--- src/rtl/nibble_serial_pkg.sv ---
// Shared types and constants for the nibble-serial adder.
// Holds the FSM state encoding and the nibble width.
package nibble_serial_pkg;

  localparam int NIBBLE_W = 4;

  typedef enum logic [1:0] {
    IDLE = 2'd0,
    RUN  = 2'd1,
    DONE = 2'd2
  } state_t;

endpackage

--- src/rtl/nibble_serial_adder_cla4_core.sv ---
// 4-bit carry-lookahead adder core, purely combinational.
// Each carry is formed only from the generate/propagate terms of lower bits.
module cla4_core (
  input  logic [3:0] a4,
  input  logic [3:0] b4,
  input  logic       ci,
  output logic [3:0] s4,
  output logic       co
);

  logic [3:0] p;
  logic [3:0] g;
  logic [3:0] c;

  assign p = a4 ^ b4;
  assign g = a4 & b4;

  assign c[0] = ci;
  assign c[1] = g[0] | (p[0] & ci);
  assign c[2] = g[1] | (p[1] & g[0]) | (p[1] & p[0] & ci);
  assign c[3] = g[2] | (p[2] & g[1]) | (p[2] & p[1] & g[0]) | (p[2] & p[1] & p[0] & ci);
  assign co   = g[3] | (p[3] & g[2]) | (p[3] & p[2] & g[1]) | (p[3] & p[2] & p[1] & g[0])
              | (p[3] & p[2] & p[1] & p[0] & ci);

  assign s4 = p ^ c;

endmodule

--- src/rtl/nibble_serial_adder.sv ---
// Serial WIDTH-bit adder that processes one nibble per cycle, LSB nibble first.
// Optional signed-overflow output enabled by NIBBLE_SERIAL_ADDER_OVF_EN.
module nibble_serial_adder
  import nibble_serial_pkg::*;
#(
  parameter int WIDTH = 16
) (
  input  logic             clk,
  input  logic             rst_n,
  input  logic             start,
  input  logic [WIDTH-1:0] a,
  input  logic [WIDTH-1:0] b,
  input  logic             cin,
  output logic             busy,
  output logic             done,
  output logic [WIDTH-1:0] sum,
  output logic             cout
`ifdef NIBBLE_SERIAL_ADDER_OVF_EN
  ,
  output logic             ovf
`endif
);

  localparam int NIBBLES = WIDTH / NIBBLE_W;
  localparam int IDX_W   = $clog2(NIBBLES) + 1;

  state_t               state;
  logic [WIDTH-1:0]     a_reg;
  logic [WIDTH-1:0]     b_reg;
  logic [WIDTH-1:0]     part;
  logic [WIDTH-1:0]     next_part;
  logic [IDX_W-1:0]     idx;
  logic                 carry;
  logic [NIBBLE_W-1:0]  a_nib;
  logic [NIBBLE_W-1:0]  b_nib;
  logic [NIBBLE_W-1:0]  s4;
  logic                 co;
  logic                 last;

  // Select the active nibble pair and merge the core result into the partial sum.
  always_comb begin
    a_nib     = '0;
    b_nib     = '0;
    next_part = part;
    for (int i = 0; i < NIBBLES; i++) begin
      if (idx == IDX_W'(i)) begin
        a_nib = a_reg[i*NIBBLE_W +: NIBBLE_W];
        b_nib = b_reg[i*NIBBLE_W +: NIBBLE_W];
        next_part[i*NIBBLE_W +: NIBBLE_W] = s4;
      end
    end
  end

  assign last = (idx == IDX_W'(NIBBLES - 1));

  cla4_core u_cla4 (
    .a4 (a_nib),
    .b4 (b_nib),
    .ci (carry),
    .s4 (s4),
    .co (co)
  );

  always_ff @(posedge clk or negedge rst_n) begin
    if (!rst_n) begin
      state <= IDLE;
      a_reg <= '0;
      b_reg <= '0;
      part  <= '0;
      idx   <= '0;
      carry <= 1'b0;
      busy  <= 1'b0;
      done  <= 1'b0;
      sum   <= '0;
      cout  <= 1'b0;
`ifdef NIBBLE_SERIAL_ADDER_OVF_EN
      ovf   <= 1'b0;
`endif
    end else begin
      case (state)
        IDLE: begin
          done <= 1'b0;
          if (start) begin
            a_reg <= a;
            b_reg <= b;
            carry <= cin;
            idx   <= '0;
            busy  <= 1'b1;
            state <= RUN;
          end
        end
        RUN: begin
          part  <= next_part;
          carry <= co;
          idx   <= idx + IDX_W'(1);
          if (last) begin
            sum   <= next_part;
            cout  <= co;
            done  <= 1'b1;
            state <= DONE;
`ifdef NIBBLE_SERIAL_ADDER_OVF_EN
            // Carry into the MSB is recovered from the MSB sum bit and its operands.
            ovf   <= (a_nib[NIBBLE_W-1] ^ b_nib[NIBBLE_W-1] ^ s4[NIBBLE_W-1]) ^ co;
`endif
          end
        end
        DONE: begin
          done  <= 1'b0;
          busy  <= 1'b0;
          state <= IDLE;
        end
        default: begin
          state <= IDLE;
        end
      endcase
    end
  end

endmodule
--- config.mk ---
export PLATFORM = sky130hd
export DESIGN_NAME = nibble_serial_adder
export DESIGN_NICKNAME = d
export VERILOG_FILES = /design/src/rtl/nibble_serial_pkg.sv /design/src/rtl/nibble_serial_adder_cla4_core.sv /design/src/rtl/nibble_serial_adder.sv
export SDC_FILE = /design/constraint.sdc
export NUM_CORES = 1
export LEC_CHECK = 0
export CORE_AREA = 2 2 83 85
export DETAILED_ROUTE_END_ITERATION = 16
export DIE_AREA = 0 0 85 87
export GPL_ROUTABILITY_DRIVEN = 0
export PLACE_DENSITY = 0.75
export SETUP_SLACK_MARGIN = 0.02
export SLEW_MARGIN = 0
export SYNTH_ARGS = -nofsm -noshare
export SYNTH_HDL_FRONTEND = slang
export SYNTH_HIERARCHICAL = 1
export SYNTH_SLANG_ARGS = --single-unit
--- constraint.sdc ---
create_clock -name clk -period 3.4 [get_ports clk]
set_input_delay 0.68 -clock clk [delete_from_list [all_inputs] [get_ports clk]]
set_output_delay 0.68 -clock clk [all_outputs]
set_load 0.03 [all_outputs]
==> reports/metrics.cfg <==
[global_routing]
grt_pass1_wl_um = 11000
grt_util_all_layers = 0.196
grt_pass1_vias = 2228
grt_max_degree = 40
antenna_found_initial = 0
grt_overflow = 0

[timing]
fin_worst_skew_ns = 0.00993
setup-violations-final = 0
fin_crit_ns = 2.99
tightest_slew_ns = 0.875
relSlewSlack = 0.417
fmax_mhz = 334
hold_viol_final = 0
finalCritPeriodShare = 0.881
finalMaxSlewViolations = 0
rsz0062_at_grt = no
finalSetupTns_ns = 0

[pwr]
power.switching_mw = 1.86
cell_internal_pwr_mw = 2.83
pwr-share-clk = 0.160
share_comb_of_total_power = 0.517
p_leak_nw = 1.92
peakVddDrop_uv = 628
sw_frac_of_total = 0.397
power_frac_seq = 0.324
cellPowerDensity_mw_per_mm2 = 1140

[synthesis]
synth_xor_area_frac = 0.00787
synthAdderAreaFrac = 0.0397
synth_edf_count = 0
yosysSeqAreaShare = 0.517
synth.avg_cell_area_um2 = 12.9
netlist_instances = 258
synth_top_family_by_area = multiplexers
synthTopCellsByArea = dfrtp_1 (52%), mux2_4 (13%), mux2_1 (4.0%)
synth-seq-cells = 69
syn_area_mm2 = 0.00334
syn-num-nets = 304
synth_compound_area_frac = 0.0873
synth_cell_types = 33
synth_common_cells = dfrtp_1 (69), mux2_4 (30), nand2_1 (26)
synthArstFlopShare = 1.00
yosysMostFrequentCell = dfrtp_1
post_synth_and_or_nand_nor_area_fraction = 0.0644
synth_ff_type = dfrtp_1
synth_top_area_share = 0.517
synth_mux_area_frac = 0.235
synth_warnings = 6
synth_top_area_cell = dfrtp_1

[flow_run]
cap_viol_max_count = 0

[floorplanning]
die_w_um = 85
die_h_um = 87
ioPinCount = 55
initial_utilization = 0.508
row_count = 30
coreArea_mm2 = 0.00657
die-area_mm2 = 0.00740

[setup_path]
cp_max_fo = 10
cp-end-kind = flop
path_common_cell = ha_1
slowest_stage = dfrtp_1
critPathLaunchType = flop
cp_num_buf_inv = 1
required_ns = 3.67
crit_arrival_ns = 3.27
crit_family = compound AO/OA/AOI/OAI gates
worstPathCellList = inv_1 > ha_1 > nor2b_2 > a221oi_1 > o21ai_1 > ha_1 > a21o_1 > a31o_1 > xor2_1 > mux2i_1 > o21ai_0
path_class = reg -> reg
critical-path-max-stage-delay_ns = 0.42

[detailed_routing]
drt-vias-per-instance = 5.38
avgRoutedWirePerCell_um = 16.1
wl_um = 6410
drc_errors = 0
vias = 2147
firstDrtPassIters = 4
ant_nets = 0
drt_iter0_drc = 73

[outcome]
status = finished, final reports clean

[finish]
final_util = 0.627
fill_cells = 533
drive_gt1_frac = 0.210
syn_to_final_growth_pct = 23.3
num_antenna_cells = 0
fin_nets = 360
finalNonFillerCells = 399

[min_path]
min_path_type = in -> async

[placement]
place_inst = 383
hpwl_um = 4670
portBuffers = 54

[cts]
ctsHoldBuffers = 0
tritoncts = built
clock-sinks = 69
cts_max_path_buffers = 2
htreeDepth = 3
numCtsBuffers = 9
clkTransAtPathRegs_ns = 0.08
clock_latency_ns = 0.35
post-cts-setup-buffers = 0
clockRootBuffer = clkbuf_8

-- kinds of logic after synthesis --
logic type / Yosys count
multiplexers: 61
buffers and inverters: 25
AND/OR/NAND/NOR: 41
flip-flops: 69
AO/OA/AOI/OAI: 49
adder cells (fa/ha/maj): 10
XOR/XNOR: 3
-- area by class of cell --
| type | instances | area, um2 | share of cell area |
|---|---|---|---|
| Clock buffer | 10 | 138 | 0.0334 |
| Clock inverter | 6 | 86.3 | 0.0210 |
| Inverter | 11 | 41.3 | 0.0100 |
| Multi-Input combinational cell | 164 | 1450 | 0.353 |
| Sequential cell | 69 | 1730 | 0.419 |
| Tap cell | 80 | 100 | 0.0243 |
| Timing Repair Buffer | 59 | 573 | 0.139 |
-- power groups by stage --
stage          sequential [mW]  combinational (mW)  clock, mW
2_1_floorplan             1.62                1.65          0
3_3_place_gp              1.52                2.35          0
3_5_place_dp              1.53                2.42          0
4_1_cts                   1.52                2.43      0.761
5_1_grt                   1.57                2.66      0.800
6_report                  1.52                2.42      0.748
-- cells in the final DEF (no fill, tap or decap), drive strengths merged, types with 3 or more instances in the layout --
cell	instances
dfrtp	69
clkdlybuf4s50	53
mux2	49
o21ai	32
nand2	26
mux2i	12
inv	11
clkbuf	10
ha	9
a221oi	8
buf	6
nand2b	6
nor2	6
a21oi	3
a21o	3
clkinv	3
-- path summary, 6_finish.rpt --
| kind | start | endpoint | slack (ns) | cells past startpoint |
|---|---|---|---|---|
| min in group clk | sum[9]$_DFFE_PN0P_ | sum[9]$_DFFE_PN0P_ | 0.48 | 2 |
| worst min-delay path | rst_n | done$_DFFE_PN0P_ | 0.44 | 1 |
| worst min register to register | sum[9]$_DFFE_PN0P_ | sum[9]$_DFFE_PN0P_ | 0.48 | 2 |
| max in group asynchronous | rst_n | a_reg[11]$_DFFE_PN0P_ | 2.19 | 2 |
| worst max register to register | idx[1]$_DFFE_PN0P_ | sum[11]$_DFFE_PN0P_ | 0.41 | 11 |
| worst max-delay path | idx[1]$_DFFE_PN0P_ | sum[11]$_DFFE_PN0P_ | 0.41 | 11 |
-- stage by stage --
| stage | hold WS [ns] | power, mW | worst slack [ns] | cell area (um2) |
|---|---|---|---|---|
| final | 0.444 | 4.68 | 0.406 | 4120 |
| after detailed placement | 0.470 | 3.95 | 0.311 | 3890 |
| after global placement | 0.461 | 3.86 | 0.526 | 3890 |
| after floorplan | 0.384 | 3.26 | 0.617 | 3340 |
| after global routing | 0.500 | 5.03 | 0.0936 | 4120 |
| after CTS | 0.467 | 4.71 | 0.285 | 4120 |
-- timing repair --
action                                  CTS  global route
gates resized for setup                   0             1
endpoints found under the setup margin    0             6
endpoints found under the hold margin     0             0
-- per-layer routing --
| metal | wire length, um | GRT usage | part of all wire | vias to the layer above |
|---|---|---|---|---|
| li1 | - | - | - | 1019 |
| met4 | 110 | 0.0707 | 0.017 | 0 |
| met1 | 2860 | 0.247 | 0.45 | 1046 |
| met2 | 3100 | 0.322 | 0.48 | 70 |
| met5 | 0 | 0 | 0 | - |
| met3 | 344 | 0.0597 | 0.054 | 12 |
Note: power is estimated with default switching activity, not from simulation.
